--- src/rtl/cordic_rotation_engine.sv ---
// ============================================================================
//  Module      : cordic_rotation_engine
//  Description : Iterative rotation-mode CORDIC. Takes a signed 2.14 radian
//                angle and produces cos/sin in 2.14, one micro-rotation per
//                clock. Drives the address of an external arctangent ROM and
//                consumes its registered output (1-cycle read latency).
//  Ports       : clk, rst            - clock, synchronous active-high reset
//                start, angle_in     - request and 2.14 angle (+/-pi/2 range)
//                rom_idx, rom_angle  - ROM address out, ROM data in
//                busy, done          - in-flight flag, 1-cycle result strobe
//                cos_out, sin_out    - 2.14 results, held until next done
//  Revision    : 1.0 - initial release
// ============================================================================
`default_nettype none

module cordic_rotation_engine #(
    parameter int                              FIXED_WIDTH = 16,
    parameter int                              ITERATIONS  = 9,
    parameter logic signed [FIXED_WIDTH-1:0]   K_INIT      = 16'sd9949
) (
    input  logic                               clk,
    input  logic                               rst,
    input  logic                               start,
    input  logic signed [FIXED_WIDTH-1:0]      angle_in,
    output logic [$clog2(ITERATIONS)-1:0]      rom_idx,
    input  logic signed [FIXED_WIDTH-1:0]      rom_angle,
    output logic                               busy,
    output logic                               done,
    output logic signed [FIXED_WIDTH-1:0]      cos_out,
    output logic signed [FIXED_WIDTH-1:0]      sin_out
);

    localparam int                IDX_W    = $clog2(ITERATIONS);
    localparam logic [IDX_W-1:0]  LAST_IDX = IDX_W'(ITERATIONS - 1);

    typedef enum logic [1:0] {
        S_IDLE   = 2'd0,
        S_PRIME  = 2'd1,
        S_ROTATE = 2'd2,
        S_DONE   = 2'd3
    } state_t;

    state_t                         state_q;
    logic signed [FIXED_WIDTH-1:0]  x_q, y_q, z_q;
    logic signed [FIXED_WIDTH-1:0]  x_d, y_d, z_d;
    logic signed [FIXED_WIDTH-1:0]  x_sh, y_sh;
    logic [IDX_W-1:0]               iter_q;
    logic [IDX_W-1:0]               rom_idx_q;
    logic [IDX_W-1:0]               rom_idx_d;
    logic [IDX_W:0]                 idx_ahead;
    logic                           busy_q;
    logic                           done_q;
    logic signed [FIXED_WIDTH-1:0]  cos_q, sin_q;

    // One micro-rotation on the current state. z==0 rotates in the positive
    // direction. All arithmetic wraps at FIXED_WIDTH.
    always_comb begin
        x_sh = x_q >>> iter_q;
        y_sh = y_q >>> iter_q;
        if (!z_q[FIXED_WIDTH-1]) begin
            x_d = x_q - y_sh;
            y_d = y_q + x_sh;
            z_d = z_q - rom_angle;
        end else begin
            x_d = x_q + y_sh;
            y_d = y_q - x_sh;
            z_d = z_q + rom_angle;
        end
    end

    // The ROM answers one cycle late, so the address runs two entries ahead
    // of the rotation that is currently consuming ROM data. Clamp at the
    // last entry; the extra headroom bit keeps iter+2 from wrapping.
    always_comb begin
        idx_ahead = {1'b0, iter_q} + (IDX_W+1)'(2);
        if (idx_ahead > {1'b0, LAST_IDX}) begin
            rom_idx_d = LAST_IDX;
        end else begin
            rom_idx_d = idx_ahead[IDX_W-1:0];
        end
    end

    always_ff @(posedge clk) begin
        if (rst) begin
            state_q   <= S_IDLE;
            x_q       <= '0;
            y_q       <= '0;
            z_q       <= '0;
            iter_q    <= '0;
            rom_idx_q <= '0;
            busy_q    <= 1'b0;
            done_q    <= 1'b0;
            cos_q     <= '0;
            sin_q     <= '0;
        end else begin
            case (state_q)
                S_IDLE, S_DONE: begin
                    done_q <= 1'b0;
                    if (start) begin
                        x_q       <= K_INIT;
                        y_q       <= '0;
                        z_q       <= angle_in;
                        iter_q    <= '0;
                        rom_idx_q <= '0;
                        busy_q    <= 1'b1;
                        state_q   <= S_PRIME;
                    end else begin
                        state_q   <= S_IDLE;
                    end
                end

                // ROM is latching entry 0 this cycle; present entry 1 next.
                S_PRIME: begin
                    rom_idx_q <= IDX_W'(1);
                    state_q   <= S_ROTATE;
                end

                S_ROTATE: begin
                    x_q    <= x_d;
                    y_q    <= y_d;
                    z_q    <= z_d;
                    iter_q <= iter_q + IDX_W'(1);
                    if (iter_q == LAST_IDX) begin
                        cos_q     <= x_d;
                        sin_q     <= y_d;
                        rom_idx_q <= '0;
                        busy_q    <= 1'b0;
                        done_q    <= 1'b1;
                        state_q   <= S_DONE;
                    end else begin
                        rom_idx_q <= rom_idx_d;
                    end
                end

                default: begin
                    state_q <= S_IDLE;
                end
            endcase
        end
    end

    assign rom_idx = rom_idx_q;
    assign busy    = busy_q;
    assign done    = done_q;
    assign cos_out = cos_q;
    assign sin_out = sin_q;

endmodule

`default_nettype wire
--- config.mk ---
export PLATFORM = sky130hd
export DESIGN_NAME = cordic_rotation_engine
export DESIGN_NICKNAME = d
export VERILOG_FILES = /design/src/rtl/cordic_rotation_engine.sv
export SDC_FILE = /design/constraint.sdc
export NUM_CORES = 1
export LEC_CHECK = 0
export BUFFER_PORTS_ARGS = -buffer_cell sky130_fd_sc_hd__buf_2
export CORE_ASPECT_RATIO = 0.5
export CORE_MARGIN = 4
export CORE_UTILIZATION = 30
export CTS_CLUSTER_SIZE = 25
export DETAILED_ROUTE_END_ITERATION = 10
export GPL_TIMING_DRIVEN = 0
export HOLD_SLACK_MARGIN = 0.08
export PLACE_DENSITY_LB_ADDON = 0.12
export SYNTH_ARGS = -nofsm -noshare
export SYNTH_HDL_FRONTEND = slang
export SYNTH_SLANG_ARGS = --single-unit
--- constraint.sdc ---
create_clock -name clk -period 6.3 [get_ports clk]
set_input_delay 1.26 -clock clk [delete_from_list [all_inputs] [get_ports clk]]
set_output_delay 1.26 -clock clk [all_outputs]
set_load 0.005 [all_outputs]
==> results of run 1 <==
registers in the layout, summed over array words and instances, names as in the netlist:
signal and cells:
sin_out 16, done 1, state_q 2, z_q 16, iter_q 4, cos_out 16
y_q 16, busy 1, x_q 16, rom_idx 4
layout make-up:
class | instances | area (um2)
Tap cell | 352 | 440
Sequential cell | 92 | 1840
Buffer | 64 | 290
Clock inverter | 6 | 77.6
Inverter | 31 | 116
Timing Repair Buffer | 71 | 355
Clock buffer | 10 | 239
Fill cell | 2821 | 17400
Multi-Input combinational cell | 824 | 5920
layout by cell type (no fill, tap or decap), types with 10 or more instances in the layout:
cell      netlist  final
dfxtp_1        92     92
a211oi_1       12     12
o21ai_0        41     41
mux2i_1        18     18
and2_1         12     12
and3_1         14     14
xor2_1         29     29
nand2_1        89     89
nor2_1        126    126
ha_1           57     57
nor3_1         23     23
a21o_1         16     16
buf_2           5     76
a221oi_1       11     11
a21oi_1        81     81
or3_1          10     10
inv_1          26     26
a31oi_1        14     14
a22oi_1        19     19
clkbuf_1       46     45
o21a_1         16     16
xnor2_1        40     40
mux2_2         13     13
nand3_1        20     20
mux4_2         23     23
worst max-delay path, stage by stage, from the launching register on:
cell and delay (ns):
dfxtp_1 0.32, clkbuf_1 0.49, clkbuf_1 0.53, clkbuf_2 0.44, clkbuf_2 0.41, o21a_1 0.23
ha_1 0.18, nor3b_1 0.35, and3b_1 0.27, o211a_1 0.24, a2111oi_0 0.12, nor3_1 0.24
ha_1 0.31, a21o_1 0.19, nor3_1 0.11, or3b_2 0.50, a41o_1 0.29, or3_1 0.31
a311oi_1 0.27
power by group through the flow:
stage,clock [mW],combinational [mW],sequential [mW]
finish,0.604,3.80,0.884
global route,0.638,4.15,0.903
CTS,0.616,3.74,0.880
detailed placement,0,3.71,0.894
global placement,0,3.69,0.890
floorplan,0,2.83,0.805
metrics by stage:
stage	cells	instance area (um2)	hold WS [ns]
after floorplan	1012	8170	0.453
after global placement	1435	8970	0.438
after detailed placement	1435	8970	0.445
after CTS	1451	9280	0.455
after global routing	1450	9280	0.471
final	1450	9280	0.453
routing by layer:
metal	up-vias	wire length (um)	GRT usage, %
li1	3887	-	-
met1	4072	15700	31.3
met2	281	13100	30.0
met3	33	2620	5.55
met4	0	616	5.19
met5	-	0	0
logic make-up (layout without fill, tap and decap cells):
group	Yosys count	in the layout	share of synthesized area, %
XOR/XNOR	69	69	7.40
AND/OR/NAND/NOR	343	343	19.6
buffers and inverters	96	182	4.99
flip-flops	92	92	22.5
multiplexers	59	59	11.8
adder cells (fa/ha/maj)	60	60	9.46
AO/OA/AOI/OAI	293	293	24.2
worst paths after layout:
kind,from,endpoint,slack [ns]
max reg2reg,iter_q[3],sin_out[15],0.37
min,sin_out[5],sin_out[5],0.45
min reg2reg,sin_out[5],sin_out[5],0.45
max,iter_q[3],sin_out[15],0.37
==> results.json, run 1 <==
{
  "worstHoldPathCells": 2,
  "slew_viol_final": 0,
  "track_usage_pct": 21.0,
  "synth-edff-count": 0,
  "antenna_left": 0,
  "status": "finished, final reports clean",
  "start_util_pct": 30.7,
  "p_per_area_mw_per_mm2": 569,
  "place_ws_ns": 0.0588,
  "worst_ep_required_time_ns": 6.57,
  "ys_types": 76,
  "p_total_mw": 5.28,
  "vias": 8273,
  "drive_gt1_share_pct": 14.4,
  "leakage_nw": 3.74,
  "seq_power_share_pct": 16.7,
  "layout_min_cycle_time_ns": 5.93,
  "cts.sinks": 92,
  "yosysSeqAreaShare_pct": 22.5,
  "synth-seq-cells": 92,
  "num_antenna_cells": 0,
  "yosys.area.top_type": "dfxtp_1",
  "synthArstFlopShare_pct": 0,
  "ff2ff_path_depth": 18,
  "synthCells": 1012,
  "synthTopCellsByArea": "dfxtp_1, ha_1, mux4_2",
  "postSynthAreaPerCell_um2": 8.07,
  "postCtsSetupRepairBufs": 0,
  "io_pins": 73,
  "dieArea_mm2": 0.0301,
  "hpwl_mm": 25.4,
  "setup_viol": 0,
  "layout_setup_ws_ns": 0.373,
  "ir_worst_vdd_mv": 0.173,
  "combPwrFrac_pct": 71.8,
  "slew_headroom_pct": 29.2,
  "synth-main-ff-cell": "dfxtp_1",
  "port_buffers": 71,
  "worstSetupStartpointType": "register",
  "intPower_mw": 2.57,
  "tightest_slew_ns": 1.05,
  "antenna_found_initial": 1,
  "fin_util_pct": 34.8,
  "drc": 0,
  "fin_worst_skew_ns": 0.0144,
  "tns_ns": 0,
  "clk_pin_slew_ns": 0.08,
  "clk_latency_ns": 0.37,
  "arrival_ns": 6.20,
  "cts_tree": "built",
  "grt_pass1_vias": 7888,
  "yosysMostFrequentCell": "nor2_1",
  "cap_violations": 0,
  "finalCritPeriodShare_pct": 94.1,
  "htreeDepth": 3,
  "fp.coreArea_mm2": 0.0266,
  "root_buffer": "clkbuf_16",
  "die_y_um": 125,
  "numCtsBuffers": 9,
  "hold_buffers": 0,
  "rsz0062_at_grt": "false",
  "grt_overflow_total": 0,
  "postCtsResizedCells": 0,
  "gp_congestion": 0.934,
  "viasPerCell": 5.71,
  "final_nets": 1188,
  "syn2layout_area_growth_pct": 13.6,
  "synth.net_count": 1107,
  "clockPowerShare_pct": 11.4,
  "p_sw_mw": 2.72,
  "drt_wl_total_mm": 32.1,
  "clock_path_buffers": 2,
  "grt_first_pass_wirelength_mm": 48.3,
  "wl_per_cell_um": 22.1,
  "drtPass1Iterations": 5,
  "timing.final.hold_violations": 0,
  "crit_path_max_fanout": 10,
  "drt_iter0_drc": 575,
  "worstHoldPathType": "register to register",
  "die_w_um": 241,
  "synth_area_mm2": 0.00817,
  "p_sw_share_pct": 51.4,
  "yosysTopAreaCellShare_pct": 22.5,
  "yosys_warnings": 0,
  "fmax_mhz": 169,
  "crit_type": "register to register",
  "synth_common_cells": "nor2_1, dfxtp_1, nand2_1, a21oi_1, ha_1",
  "end_kind": "register",
  "std_cell_rows": 42,
  "grt_max_degree": 18
}
Power figures use the tool's default switching activity.
==> run 2, diff against run 1 <==
CORE_UTILIZATION = 61   (was 30)
==> run 2 against run 1 <==
- sequential cell count unchanged
- register-to-register slack worse by 0.09 ns
- cell area decreased by 2.4%
- global-route usage rose by 15 points
- sequential power grew 0.6%
- cell count down 13%
- critical path depth increased by 1
- routed wire length down 12%
- via count increased by 3.4%
- largest power group unchanged
==> results.json, run 2 (synthesis results as in run 1) <==
{
  "status": "finished, final reports clean",
  "setup_viol": 0,
  "leakage_nw": 3.74,
  "root_buffer": "clkbuf_16",
  "combPwrFrac_pct": 71.8,
  "cap_violations": 0,
  "track_usage_pct": 35.9,
  "p_per_area_mw_per_mm2": 587,
  "tns_ns": 0,
  "worst_ep_required_time_ns": 6.57,
  "gp_congestion": 1.05,
  "reg2reg_from": "iter_q[1]",
  "num_antenna_cells": 0,
  "clk_latency_ns": 0.36,
  "grt_pass1_vias": 7958,
  "rsz0062_at_grt": "false",
  "syn2layout_area_growth_pct": 10.9,
  "vias": 8551,
  "hpwl_mm": 22.1,
  "grt_max_degree": 17,
  "clock_path_buffers": 2,
  "worstHoldPathType": "register to register",
  "fmax_mhz": 166,
  "p_sw_share_pct": 51.2,
  "p_sw_mw": 2.72,
  "arrival_ns": 6.28,
  "clk_pin_slew_ns": 0.07,
  "drc": 0,
  "drt_wl_total_mm": 28.1,
  "drt_iter0_drc": 1087,
  "io_pins": 73,
  "antenna_found_initial": 0,
  "start_util_pct": 63.4,
  "wl_per_cell_um": 22.2,
  "std_cell_rows": 29,
  "worstSetupStartpointType": "register",
  "clockPowerShare_pct": 11.5,
  "antenna_left": 0,
  "hold_end": "sin_out[9]",
  "fin_worst_skew_ns": 0.0107,
  "drtPass1Iterations": 6,
  "slew_headroom_pct": 41.1,
  "ff2ff_path_depth": 19,
  "worst_hold_slack_ns": 0.453,
  "timing.final.hold_violations": 0,
  "r2r_end": "sin_out[15]",
  "finalCritPeriodShare_pct": 95.5,
  "layout_min_cycle_time_ns": 6.02,
  "regToRegSetupSlack_ns": 0.28,
  "viasPerCell": 6.74,
  "numCtsBuffers": 9,
  "slew_viol_final": 0,
  "grt_first_pass_wirelength_mm": 43.4,
  "cts_tree": "built",
  "die_y_um": 89.8,
  "postCtsSetupRepairBufs": 0,
  "final_cell_mix": "nor2_1, dfxtp_1, nand2_1",
  "worstHoldPathCells": 2,
  "tightest_slew_ns": 0.884,
  "p_total_mw": 5.31,
  "crit_path_max_fanout": 10,
  "htreeDepth": 3,
  "drive_gt1_share_pct": 14.3,
  "port_buffers": 71,
  "intPower_mw": 2.59,
  "fp.coreArea_mm2": 0.0129,
  "grt_overflow_total": 0,
  "final_nets": 1188,
  "dieArea_mm2": 0.0154,
  "final_common_cell": "nor2_1",
  "die_w_um": 172,
  "seq_power_share_pct": 16.7,
  "ir_worst_vdd_mv": 0.303,
  "end_kind": "register",
  "hp-start": "sin_out[9]",
  "crit_type": "register to register",
  "cts.sinks": 92
}
run 2: repair_timing:
action | 4_1_cts | 5_1_grt
resized for setup | 0 | 3
hold buffers | 0 | 0
endpoints found under the setup margin | 0 | 2
run 2: layout make-up:
| class | count | area, um2 |
|---|---|---|
| Buffer | 64 | 290 |
| Clock buffer | 10 | 229 |
| Clock inverter | 6 | 93.8 |
| Fill cell | 1068 | 3820 |
| Inverter | 31 | 116 |
| Multi-Input combinational cell | 824 | 5920 |
| Sequential cell | 92 | 1840 |
| Tap cell | 170 | 213 |
| Timing Repair Buffer | 71 | 355 |
run 2: critical path, cell delays in order, from the launching register on:
cell and delay, ns:
dfxtp_1 0.42, buf_6 0.20, buf_2 0.28, buf_1 0.70, mux4_2 0.42, mux2i_1 0.15, o21a_1 0.19, ha_1 0.18
nor3b_1 0.39, and3b_1 0.29, o211a_1 0.23, a2111oi_0 0.11, nor3_1 0.33, ha_1 0.34, a21o_1 0.19, nor3_1 0.11
or3b_2 0.50, a41o_1 0.29, or3_1 0.32, a311oi_1 0.28
run 2: power by group through the flow:
stage / logic (mW) / clock network [mW] / registers, mW
floorplan: 2.83 / 0 / 0.805
global placement: 3.56 / 0 / 0.878
detailed placement: 3.65 / 0 / 0.886
CTS: 3.68 / 0.608 / 0.874
global route: 4.16 / 0.634 / 0.899
finish: 3.81 / 0.611 / 0.889
run 2: per-layer routing:
metal  up-vias  wire [um]  global-route usage (%)
met4         0        500                    9.10
met1      4013      11600                    50.7
li1       3891          -                       -
met5         -          0                       0
met2       587      11400                    50.4
met3        60       4540                    15.2
run 2: through the flow:
stage | instance area, um2 | setup WS (ns) | instances | util, %
3_3_place_gp | 8740 | 0.277 | 1253 | 67.8
4_1_cts | 9060 | 0.219 | 1269 | 70.3
3_5_place_dp | 8740 | 0.304 | 1253 | 67.8
2_1_floorplan | 8170 | 1.44 | 1012 | -
5_1_grt | 9060 | 0.0841 | 1268 | 70.3
6_report | 9060 | 0.283 | 1268 | 70.3
run 2: worst max path at each step:
| stage | end | startpoint |
|---|---|---|
| 6_report | sin_out[15] | iter_q[1] |
| 5_1_grt | sin_out[15] | iter_q[1] |
| 4_1_cts | sin_out[15] | iter_q[3] |
| 3_5_place_dp | sin_out[15] | iter_q[3] |
| 3_3_place_gp | sin_out[15] | iter_q[3] |
| 2_1_floorplan | sin_out[15] | iter_q[0] |
